<file path="config.mk">
export PLATFORM = sky130hd
export DESIGN_NAME = usbf_sie_tx_gen
export DESIGN_NICKNAME = d
export VERILOG_FILES = /design/src/rtl/usbf_sie_tx_gen.sv
export SDC_FILE = /design/constraint.sdc
export NUM_CORES = 1
export LEC_CHECK = 0
export ABC_AREA = 1
export CAP_MARGIN = 20
export CORE_MARGIN = 8
export CORE_UTILIZATION = 60
export CTS_CLUSTER_DIAMETER = 50
export DETAILED_ROUTE_END_ITERATION = 12
export DONT_BUFFER_PORTS = 1
export GPL_ROUTABILITY_DRIVEN = 0
export HOLD_SLACK_MARGIN = 0.12
export PLACE_DENSITY = 0.86
export SLEW_MARGIN = 5
export SYNTH_ARGS = -nofsm -noshare
export SYNTH_HDL_FRONTEND = slang
export SYNTH_SLANG_ARGS = --single-unit
</file>
<file path="constraint.sdc">
create_clock -name clk_i -period 4.76 [get_ports clk_i]
set_clock_uncertainty 0.2 [all_clocks]
set_input_delay 0.714 -clock clk_i [delete_from_list [all_inputs] [get_ports clk_i]]
set_output_delay 0.714 -clock clk_i [all_outputs]
set_load 0.03 [all_outputs]
</file>
<file path="src/rtl/usbf_sie_tx_gen.sv">
// usbf_sie_tx_gen: USB SIE transmit generator driving a UTMI PHY with PID, data + CRC16,
// token + CRC5 (host mode) and chirp K; an inter-packet gap follows every packet.
module usbf_sie_tx_gen #(
    parameter int IPG_CYCLES = 4,
    parameter bit TOKEN_EN   = 0
) (
    input  logic        clk_i,
    input  logic        rst_i,
    input  logic        enable_i,
    input  logic        chirp_i,
    input  logic        utmi_txready_i,
    input  logic        tx_valid_i,
    input  logic [7:0]  tx_pid_i,
    input  logic [10:0] tx_token_i,
    input  logic        data_valid_i,
    input  logic        data_strb_i,
    input  logic [7:0]  data_i,
    input  logic        data_last_i,
    output logic [7:0]  utmi_data_o,
    output logic        utmi_txvalid_o,
    output logic        tx_accept_o,
    output logic        data_accept_o,
    output logic        tx_busy_o
);
    typedef enum logic [3:0] {
        S_IDLE, S_PID, S_DATA, S_CRC1, S_CRC2, S_TOK1, S_TOK2, S_DONE, S_GAP, S_CHIRP
    } state_t;

    localparam logic [7:0] GAP_LOAD = 8'(IPG_CYCLES - 1);

    state_t      r_state, w_next;
    logic [7:0]  r_pid;
    logic        r_is_data, r_is_tok, r_zlp;
    logic [10:0] r_token;
    logic [15:0] r_crc, w_crc_next;
    logic [7:0]  r_gap;
    logic [4:0]  w_crc5;
    logic        w_abort, w_take, w_pid_data, w_pid_tok;

    assign w_abort    = !enable_i && !chirp_i;
    assign w_take     = r_state == S_IDLE && !chirp_i && tx_valid_i;
    assign w_pid_data = tx_pid_i inside {8'hC3, 8'h4B, 8'h87, 8'h0F};
    assign w_pid_tok  = TOKEN_EN && (tx_pid_i inside {8'hE1, 8'h69, 8'hA5, 8'h2D});
    assign tx_accept_o = r_state == S_IDLE;
    assign tx_busy_o   = r_state != S_IDLE;

    // Reflected CRC16 (0xA001), one byte per accepted data beat
    always_comb begin
        w_crc_next = r_crc ^ {8'h00, data_i};
        for (int k = 0; k < 8; k++)
            w_crc_next = w_crc_next[0] ? (w_crc_next >> 1) ^ 16'hA001 : w_crc_next >> 1;
    end

    // CRC5 shift register fed token LSB first
    always_comb begin
        w_crc5 = 5'h1F;
        for (int k = 0; k < 11; k++)
            w_crc5 = {w_crc5[3:0], 1'b0} ^ ((r_token[k] ^ w_crc5[4]) ? 5'h05 : 5'h00);
    end

    always_comb begin
        w_next         = r_state;
        utmi_data_o    = 8'h00;
        utmi_txvalid_o = 1'b0;
        data_accept_o  = 1'b0;
        case (r_state)
            S_IDLE: w_next = chirp_i ? S_CHIRP : tx_valid_i ? S_PID : S_IDLE;
            S_PID: begin
                utmi_data_o    = r_pid;
                utmi_txvalid_o = 1'b1;
                data_accept_o  = r_zlp && utmi_txready_i;
                if (utmi_txready_i)
                    w_next = r_zlp ? S_CRC1 : r_is_data ? S_DATA : r_is_tok ? S_TOK1 : S_DONE;
            end
            S_DATA: begin
                utmi_data_o    = data_i;
                utmi_txvalid_o = data_valid_i;
                data_accept_o  = utmi_txready_i;
                if (utmi_txready_i && data_last_i) w_next = S_CRC1;
            end
            S_CRC1: begin
                utmi_data_o    = ~r_crc[7:0];
                utmi_txvalid_o = 1'b1;
                if (utmi_txready_i) w_next = S_CRC2;
            end
            S_CRC2: begin
                utmi_data_o    = ~r_crc[15:8];
                utmi_txvalid_o = 1'b1;
                if (utmi_txready_i) w_next = S_DONE;
            end
            S_TOK1: begin
                utmi_data_o    = r_token[7:0];
                utmi_txvalid_o = 1'b1;
                if (utmi_txready_i) w_next = S_TOK2;
            end
            S_TOK2: begin
                utmi_data_o    = {~w_crc5, r_token[10:8]};
                utmi_txvalid_o = 1'b1;
                if (utmi_txready_i) w_next = S_DONE;
            end
            S_DONE: w_next = IPG_CYCLES > 0 ? S_GAP : S_IDLE;
            S_GAP:  w_next = r_gap == 8'h00 ? S_IDLE : S_GAP;
            S_CHIRP: begin
                utmi_txvalid_o = 1'b1;
                if (!chirp_i) w_next = S_IDLE;
            end
            default: w_next = S_IDLE;
        endcase
        if (w_abort) w_next = S_IDLE;
    end

    always_ff @(posedge clk_i or posedge rst_i) begin
        if (rst_i) begin
            r_state   <= S_IDLE;
            r_pid     <= 8'h00;
            r_is_data <= 1'b0;
            r_is_tok  <= 1'b0;
            r_zlp     <= 1'b0;
            r_token   <= 11'h000;
            r_crc     <= 16'hFFFF;
            r_gap     <= 8'h00;
        end else begin
            r_state <= w_next;
            if (w_abort) begin
                r_pid     <= 8'h00;
                r_is_data <= 1'b0;
                r_is_tok  <= 1'b0;
                r_zlp     <= 1'b0;
                r_token   <= 11'h000;
                r_crc     <= 16'hFFFF;
                r_gap     <= 8'h00;
            end else begin
                if (w_take) begin
                    r_pid     <= tx_pid_i;
                    r_is_data <= w_pid_data;
                    r_is_tok  <= w_pid_tok;
                    r_zlp     <= w_pid_data && data_valid_i && !data_strb_i && data_last_i;
                    r_token   <= tx_token_i;
                end
                r_crc <= r_state == S_IDLE ? 16'hFFFF :
                         (r_state == S_DATA && data_valid_i && utmi_txready_i) ? w_crc_next : r_crc;
                r_gap <= r_state == S_DONE ? GAP_LOAD :
                         (r_state == S_GAP && r_gap != 8'h00) ? r_gap - 8'h01 : r_gap;
            end
        end
    end
endmodule

</file>
==> qor.yml, run 1 <==
sta:
  finalHoldViolCount: 0
  rsz0062_at_grt: "false"
  fin_crit_sh_pct: 67.1
  fin_crit_ns: 3.19
  fin_setup_tns_ns: 0
  worstMarginPinSlew_ns: 0.924
  final-max-slew-violation-count: 0
  fmax_ghz: 0.313
  finalSetupViolCount: 0
  relSlewSlack_pct: 37.7
cells_and_area:
  drive_gt1_share_pct: 12.1
  diodes: 0
  final_area_um2: 3320
  area_delta_synth_final_pct: 5.19
  fill_cells: 440
  nNetsFinal: 465
power_and_ir_drop:
  p_leak_uw: 0.00162
  switching_share_pct: 47.9
  p_comb_share_pct: 50.0
  power_density_nw_per_um2: 491
  power_frac_clock_pct: 15.0
  ir_drop_v: 0.000282
  switchingPower_uw: 782
  internal-power_uw: 850
  seqPwrFrac_pct: 35.0
  power.total_uw: 1630
synthesis:
  synth-async-reset-ratio_pct: 100
  avgSynthCellArea_um2: 7.49
  synthXorXnorAreaFrac_pct: 5.54
  synth-edff-count: 0
  yosysWarnings: 0
  synth_top_area_share_pct: 26.1
  synth_top_family_by_area: "simple AND/OR/NAND/NOR gates"
  ys_seq_area_share_pct: 39.4
  synthSimpleGateAreaFrac_pct: 24.9
  synthCells: 422
  synth_cell_types: 43
  syn-num-nets: 460
  synth_adder_area_share_pct: 0.792
  ys_ff_latch: 49
  synth_compound_area_share_pct: 18.6
  syn_area_um2: 3160
  ys.flop_type: "dfrtp_1"
  synth.area.mux_share_pct: 0
  synthTopCellsByArea: "dfrtp_1 26%, dfstp_2 13%, nand2_1 13%"
  synth_top_cell_by_area: "dfrtp_1"
global_route:
  antenna_found_initial: 0
  grt_overflow: 0
  grt_util_all_layers_pct: 21.7
  grt_pass1_wl_mm: 13.2
  grt_max_degree: 50
  grt_pass1_vias: 2782
worst_setup_path:
  r2r_cells: 7
  crit_path_start_kind: "flip-flop"
  crit_type: "reg2out"
  crit_fanout: 3
  regToRegSetupSlack_ns: 2.36
  worstPathRequired_ns: 3.85
  endpoint_kind: "output port"
  worstPathArrival_ns: 2.28
floorplan:
  die_area_um2: 7840
  die_h_um: 88.6
  fp.coreArea_um2: 5110
  die_x_um: 88.6
  ioPinCount: 48
  num_rows: 26
  initial_core_util_pct: 61.9
cts:
  cts_buffers: 5
  cts_buffer_depth: 2
  htree_levels: 2
  cts_resized: 0
  cts.sinks: 49
  cts_tree: "built"
  cts_setup_buffers: 0
  clock-root-buffer: "clkbuf_8"
  clk_pin_slew_worst_paths_ns: 0.09
  clock_latency_ns: 0.31
detailed_routing:
  drt_iter0_drc: 278
  wire_per_inst_um: 15.8
  ant_nets: 0
  drtPass1Iterations: 5
  post-route-drc-count: 0
  wl_mm: 7.88
  vias_per_cell: 5.67
  vias: 2826
placement:
  io_buffer_count: 0
  hpwl_mm: 6.21
  place_area_um2: 3210
job:
  maxCapViolCount: 0
min_path:
  min_path_cells: 2
  worstHoldPathType: "reg2reg"
outcome:
  status: "finished, final reports clean"
==> synth_stat cells, types with 5 or more instances <==
| cell type | instances |
|---|---|
| nand2_1 | 112 |
| xor2_1 | 13 |
| o21ai_0 | 22 |
| o22ai_1 | 14 |
| a211oi_1 | 5 |
| nand3_1 | 15 |
| xnor2_1 | 7 |
| inv_2 | 6 |
| a21oi_1 | 17 |
| dfrtp_1 | 33 |
| dfstp_2 | 16 |
| nor2_1 | 23 |
| a32oi_1 | 5 |
| nand2_2 | 5 |
| a22oi_1 | 7 |
| inv_1 | 73 |
==> repair_timing <==
action	CTS	global route
hold buffers	0	1
setup endpoints to repair	0	0
hold endpoints to repair	0	18
==> final timing paths <==
check,start,to
setup / recovery,r_token[0],utmi_data_o[7]
hold / removal,r_crc[11],r_crc[11]
setup reg to reg,r_state[0],r_zlp
hold reg to reg,r_crc[11],r_crc[11]
max in group asynchronous,rst_i,r_crc[11]
min in group asynchronous,rst_i,r_token[1]
==> critical path: stages, from the launching register on <==
cell     delay, ns
dfrtp_1       0.42
xnor2_1       0.28
xor2_1        0.22
xor2_1        0.22
o21ai_0       0.09
o21ai_0       0.74
==> through the flow <==
stage	setup WS [ns]	hold WS [ns]	instances	utilization (%)
after floorplan	2.04	0.253	422	-
after global placement	1.94	0.276	488	62.8
after detailed placement	1.90	0.285	488	62.8
after CTS	1.55	0.298	496	64.5
after global routing	1.37	0.302	498	65.1
final	1.57	0.302	498	65.1
==> power by group through the flow <==
stage	Sequential [µW]	Clock [µW]	Combinational [µW]
after global placement	573	0	773
after global routing	580	263	911
after floorplan	559	0	673
after CTS	570	248	807
after detailed placement	577	0	801
final	571	245	816
==> state kept, by name, indices dropped and copies added, names as in the netlist <==
name and count:
r_crc 16, r_gap 8, r_is_data 1, r_pid 8
r_state 4, r_token 11, r_zlp 1
==> logic make-up (layout without fill, tap and decap cells) <==
kind of cell | Yosys count | count (layout)
compound gates | 90 | 90
xor+xnor | 20 | 20
fa+ha+maj | 2 | 2
buf+inv | 84 | 90
flops | 49 | 49
simple gates | 177 | 177
==> cell type report <==
cell class / instances / area [µm²] / share of cell area, %
Multi-Input combinational cell: 289 / 1570 / 47.4
Sequential cell: 49 / 1250 / 37.5
Inverter: 80 / 302 / 9.07
Tap cell: 70 / 87.6 / 2.64
Clock buffer: 7 / 76.3 / 2.30
Timing Repair Buffer: 2 / 30.0 / 0.904
Clock inverter: 1 / 7.51 / 0.226
==> metal layers <==
metal  track usage [%]  up-vias  share of wire (%)
met5                 0        -                  0
met4              6.91        0                1.3
met3              4.18       11                7.7
met2              36.0       91                 48
met1              27.6     1334                 43
li1                  -     1390                  -
==> layout by cell type (no fill, tap or decap), drive strengths merged <==
| cell | Yosys | routed |
|---|---|---|
| a211oi | 5 | 5 |
| a21oi | 18 | 18 |
| nand4 | 4 | 4 |
| nor4 | 2 | 2 |
| a221oi | 1 | 1 |
| dlygate4sd3 | 0 | 1 |
| a311oi | 1 | 1 |
| o31ai | 1 | 1 |
| clkbuf | 0 | 7 |
| a22oi | 7 | 7 |
| nor3 | 5 | 5 |
| a22o | 1 | 1 |
| o22ai | 14 | 14 |
| o221ai | 1 | 1 |
| a32oi | 5 | 5 |
| buf | 4 | 1 |
| o21ai | 25 | 25 |
| nor2 | 30 | 30 |
| xnor2 | 7 | 7 |
| a32o | 3 | 3 |
| o32ai | 1 | 1 |
| clkinv | 1 | 1 |
| nand3 | 16 | 16 |
| a31oi | 3 | 3 |
| inv | 79 | 79 |
| dfrtp | 33 | 33 |
| o2111ai | 3 | 3 |
| ha | 2 | 2 |
| dfstp | 16 | 16 |
| nand2 | 118 | 118 |
| clkinvlp | 0 | 1 |
| xor2 | 13 | 13 |
| o21a | 1 | 1 |
| or2 | 2 | 2 |
(Power assumes the default switching activity.)
==> inputs of run 2 (changes only) <==
- CORE_UTILIZATION: 60 -> 58
- clock period: 4.76 -> 2.8 ns (I/O delays scaled with it)
==> qor.yml, run 2 (same netlist as run 1, synthesis figures left out) <==
power_and_ir_drop:
  p_leak_uw: 0.00179  # +10%
  p_comb_share_pct: 50.5  # +0.5 points
  ir_drop_v: 0.000599  # +110%
  power_density_nw_per_um2: 843  # +72%
  power_frac_clock_pct: 17.6  # +2.6 points
  internal-power_uw: 1670  # +96%
  seqPwrFrac_pct: 31.9  # -3.1 points
  switching_share_pct: 46.6  # -1.3 points
  switchingPower_uw: 1460  # +86%
floorplan:
  die_h_um: 89.8  # +1.4%
  num_rows: 27  # +3.8%
  fp.coreArea_um2: 5370  # +5.2%
  ioPinCount: 48  # unchanged
  die_x_um: 89.8  # +1.4%
  die_area_um2: 8060  # +2.8%
  initial_core_util_pct: 58.8  # -3.0 points
cts:
  htree_levels: 2  # unchanged
  clk_pin_slew_worst_paths_ns: 0.10  # about the same
  cts_buffers: 5  # unchanged
  cts_tree: "built"
  clock-root-buffer: "clkbuf_8"
  cts_buffer_depth: 2  # unchanged
  clock_latency_ns: 0.32  # about the same
  cts.sinks: 49  # unchanged
global_route:
  grt_util_all_layers_pct: 22.0  # +0.37 points
  grt_pass1_vias: 3182  # +14%
  grt_overflow: 0  # unchanged
  antenna_found_initial: 1  # +1
  grt_max_degree: 35  # -30%
  grt_pass1_wl_mm: 14.7  # +11%
sta:
  setup_ws_ns: 0.0579  # -1.51 ns
  fin_crit_ns: 2.74
  finalHoldViolCount: 0  # unchanged
  worstMarginPinSlew_ns: 0.784  # -0.141 ns
  rsz0062_at_grt: "true"
  fin_setup_tns_ns: 0  # unchanged
  fmax_ghz: 0.365
  fin_crit_sh_pct: 97.9
  finalSetupViolCount: 0  # unchanged
  final-max-slew-violation-count: 0  # unchanged
  relSlewSlack_pct: 47.7  # +10 points
worst_setup_path:
  slowest_stage: "dfrtp_2"
  crit_type: "reg2out"
  crit_path_start_kind: "flip-flop"
  worstPathArrival_ns: 2.12  # -0.16 ns
  cp_cell_sequence: "xnor2_1 -> xor2_1 -> buf_4 -> xor2_1 -> o21ai_0 -> o21ai_0 -> buf_4"
  slowest_delay_ns: 0.49  # -0.25 ns
  crit_fanout: 3  # unchanged
  endpoint_kind: "output port"
  worstPathRequired_ns: 2.18  # -1.67 ns
detailed_routing:
  vias_per_cell: 6.00  # +5.8%
  ant_nets: 0  # unchanged
  post-route-drc-count: 0  # unchanged
  drt_iter0_drc: 385  # +38%
  wire_per_inst_um: 17.5  # +10%
  vias: 3187  # +13%
  wl_mm: 9.28  # +18%
  drtPass1Iterations: 6  # +1
outcome:
  status: "finished, final reports clean"
cells_and_area:
  top_regs: "r_crc: 16 flops, r_token: 11 flops"
  mostFrequentLayoutCell: "nand2_1"
  largest-register: "r_crc"
  layout_common_cells: "110 x nand2_1, 72 x inv_1, 31 x dfrtp_1"
  area_delta_synth_final_pct: 17.4
  drive_gt1_share_pct: 16.4  # +4.2 points
  largest_reg_flops: 16  # unchanged
  utilization_pct: 69.0  # +4.0 points
  nNetsFinal: 495  # +6.5%
  fin_cells: 531  # +6.6%
  final_area_um2: 3710  # +12%
placement:
  hpwl_mm: 6.48  # +4.2%
  io_buffer_count: 0  # unchanged
  dp_slack_ns: 0.454  # -1.44 ns
  dp.cells: 497  # +1.8%
  place_area_um2: 3260  # +1.7%
job:
  maxCapViolCount: 0  # unchanged
min_path:
  worstHoldPathType: "in2reg"
run 2: cell types whose count changed in the layout (fill, tap and decap cells not counted), moves of 2 or more:
cell | before | now
buf_4 | 0 | 8
clkbuf_1 | 2 | 0
dfrtp_1 | 33 | 31
dfrtp_2 | 0 | 2
dlygate4sd3_1 | 1 | 23
nand2_1 | 112 | 110
nand2_2 | 5 | 7
nor2_1 | 23 | 20
nor2_2 | 4 | 6
xnor2_1 | 7 | 5
xor2_1 | 13 | 11
xor2_2 | 0 | 2
run 2: area by class of cell:
cell class              instances  area (µm²)
diodes                          1        2.50
inverters                      80         302
repair buffers                 32         302
well taps                      72        90.1
clock buffers                   6        82.6
multi-input cells             289        1640
flip-flops and latches         49        1250
clock inverters                 2        37.5
fillers                       376        1660
run 2: path summary, 6_finish.rpt:
kind / to / from / slack, ns / cells past startpoint
worst max-delay path: utmi_data_o[7] / r_token[0] / 0.06 / 7
worst min-delay path: r_zlp / data_valid_i / 0.09 / 2
worst max register to register: r_pid[2] / r_state[0] / 0.30 / 8
worst min register to register: r_crc[13] / r_crc[13] / 0.31 / 2
max in group asynchronous: r_crc[2] / rst_i / 1.14 / 3
min in group asynchronous: r_pid[6] / rst_i / 0.49 / 2
run 2: worst max-delay path: cells and delay by family, from the launching register on:
kind | cells | cell delay [ns]
flip-flops | 1 | 0.49
AO/OA/AOI/OAI | 2 | 0.26
buffers and inverters | 2 | 0.35
XOR/XNOR | 3 | 0.70
run 2: per-layer routing:
layer	wire length, µm	global-route usage (%)	share of wire (%)
met5	0	0	0
met4	391	9.87	4.2
met2	4550	38.0	49
met3	845	6.48	9.1
met1	3490	24.5	38
run 2: timing repair:
item | 4_1_cts | 5_1_grt
endpoints found under the setup margin | 0 | 9
hold buffers | 24 | 0
hold endpoints to repair | 54 | 0
buffers inserted | 0 | 2
gates resized for setup | 0 | 16
run 2: metrics by stage:
stage               hold WS [ns]  power (µW)
finish                    0.0871        3130
global placement           0.243        2310
global route               0.140        3310
floorplan                  0.253        2090
detailed placement         0.260        2380
CTS                        0.177        2940
run 2: power by group through the flow:
stage                     clock, µW  sequential [µW]  combinational, µW
after floorplan                   0              951               1140
after detailed placement          0              985               1390
final                           550              997               1580
after global routing            570             1010               1740
after CTS                       536              972               1430
after global placement            0              976               1330
==> inputs of run 3 (changes only) <==
- CORE_MARGIN: 8 -> 3
==> qor.yml, run 3 (same netlist as run 1, synthesis figures left out) <==
placement:
  hpwl_mm: 6.10  # -5.8%
  dp.cells: 495  # -0.40%
  io_buffer_count: 0  # unchanged
global_route:
  grt_util_all_layers_pct: 28.5  # +6.5 points
  grt_pass1_vias: 3053  # -4.1%
  antenna_found_initial: 0  # -1
  grt_pass1_wl_mm: 14.1  # -3.8%
  grt_max_degree: 42  # +20%
  grt_overflow: 0  # unchanged
cells_and_area:
  drive_gt1_share_pct: 15.7  # -0.69 points
  mostFrequentLayoutCell: "nand2_1"
  area_delta_synth_final_pct: 17.3
  largest-register: "r_crc"
  nNetsFinal: 496  # +0.20%
  diodes: 0  # -1
  layout_common_cells: "111 x nand2_1, 72 x inv_1, 32 x dfrtp_1"
  largest_reg_flops: 16  # unchanged
  fin_cells: 529  # -0.38%
  top_regs: "r_crc: 16 flops, r_token: 11 flops"
cts:
  cts_tree: "built"
  clock_latency_ns: 0.31  # about the same
  cts_buffers: 5  # unchanged
  cts_buffer_depth: 2  # unchanged
  htree_levels: 2  # unchanged
  clk_pin_slew_worst_paths_ns: 0.11  # about the same
  clock-root-buffer: "clkbuf_8"
  cts.sinks: 49  # unchanged
floorplan:
  fp.coreArea_um2: 5170  # -3.7%
  die_h_um: 79.8  # -11%
  ioPinCount: 48  # unchanged
  die_area_um2: 6370  # -21%
  initial_core_util_pct: 61.1  # +2.3 points
  num_rows: 26  # -3.7%
  die_x_um: 79.8  # -11%
worst_setup_path:
  crit_path_start: "r_token[0]"
  endpoint_kind: "output port"
  crit_fanout: 3  # unchanged
  path_buf_inv: 0  # -2
  rr_startpoint: "r_state[0]"
  worstPathArrival_ns: 2.15  # +0.03 ns
  critPathTopFamily: "simple AND/OR/NAND/NOR gates"
  worstPathRequired_ns: 2.18  # about the same
  slowest_stage: "dfrtp_1"
  slowest_delay_ns: 0.45  # -0.04 ns
  crit_path_start_kind: "flip-flop"
  crit_type: "reg2out"
  cp_cell_sequence: "xnor2_1 -> xor2_1 -> xor2_1 -> or2_2 -> nand3_1 -> nand3_1 -> nand2_1"
detailed_routing:
  vias: 3109  # -2.4%
  ant_nets: 0  # unchanged
  drtPass1Iterations: 5  # -1
  vias_per_cell: 5.88  # -2.1%
  wire_per_inst_um: 16.6  # -4.9%
  post-route-drc-count: 0  # unchanged
  wl_mm: 8.79  # -5.2%
  drt_iter0_drc: 278  # -28%
sta:
  fin_crit_ns: 2.77  # +0.0300 ns
  worstMarginPinSlew_ns: 0.878  # +0.0942 ns
  fin_crit_sh_pct: 99.0  # +1.1 points
  final-max-slew-violation-count: 0  # unchanged
  whs_ns: 0.174  # +0.0873 ns
  finalSetupViolCount: 0  # unchanged
  fmax_ghz: 0.361  # -1.1%
  relSlewSlack_pct: 41.4  # -6.3 points
  finalHoldViolCount: 0  # unchanged
job:
  maxCapViolCount: 0  # unchanged
min_path:
  worstHoldPathType: "in2reg"
  hold_start: "data_i[1]"
power_and_ir_drop:
  ir_drop_v: 0.000527  # -12%
  power_density_nw_per_um2: 840  # -0.37%
  p_leak_uw: 0.00180  # +0.36%
outcome:
  status: "finished, final reports clean"
[run 3: per-stage QoR]
step                total power (µW)  setup TNS [ns]  setup slack, ns  util (%)  instance area [µm²]
floorplan                       2090               0            0.373         -                 3160
global placement                2310               0            0.489      63.1                 3260
detailed placement              2370               0            0.439      63.1                 3260
CTS                             2940               0           0.0809      70.0                 3620
global route                    3310          -0.247          -0.0895      71.6                 3700
finish                          3110               0           0.0280      71.6                 3700
[run 3: repair_timing]
action	in CTS	in global routing
hold endpoints to repair	54	0
endpoints found under the setup margin	0	7
setup buffers	0	2
hold buffers	24	0
resized for setup	0	15
[run 3: worst register-to-register path: stages (launching register included)]
cell           delay (ns)
dfrtp_2              0.46
nor2_1               0.17
inv_1                0.12
nor2_4               0.39
nand3_4              0.15
nor2_4               0.17
nand2_1              0.16
o32ai_2              0.21
dlygate4sd3_1        0.58
[run 3: area by class of cell]
type	count	area, µm²
clock buffers	5	68.8
clock inverters	3	47.5
fillers	375	1470
inverters	80	304
multi-input cells	289	1640
flip-flops and latches	49	1250
well taps	70	87.6
repair buffers	33	308
[run 3: per-layer routing]
layer / global-route usage, % / vias to the layer above / routed length [µm]
li1: - / 1453 / -
met1: 34.4 / 1464 / 3540
met2: 48.8 / 159 / 4240
met3: 6.66 / 33 / 699
met4: 11.7 / 0 / 311
met5: 0 / - / 0
[run 3: power breakdown]
| part | internal, µW | switching [µW] |
|---|---|---|
| Clock | 273 | 264 |
| Combinational | 522 | 1070 |
| Sequential | 858 | 126 |
[run 3: final timing paths]
kind	endpoint	slack [ns]	cells past startpoint
max	utmi_data_o[5]	0.03	7
min	r_crc[8]	0.17	4
max reg2reg	r_zlp	0.15	8
min reg2reg	r_crc[13]	0.31	2
max in group asynchronous	r_crc[1]	1.12	3
min in group asynchronous	r_zlp	0.55	2
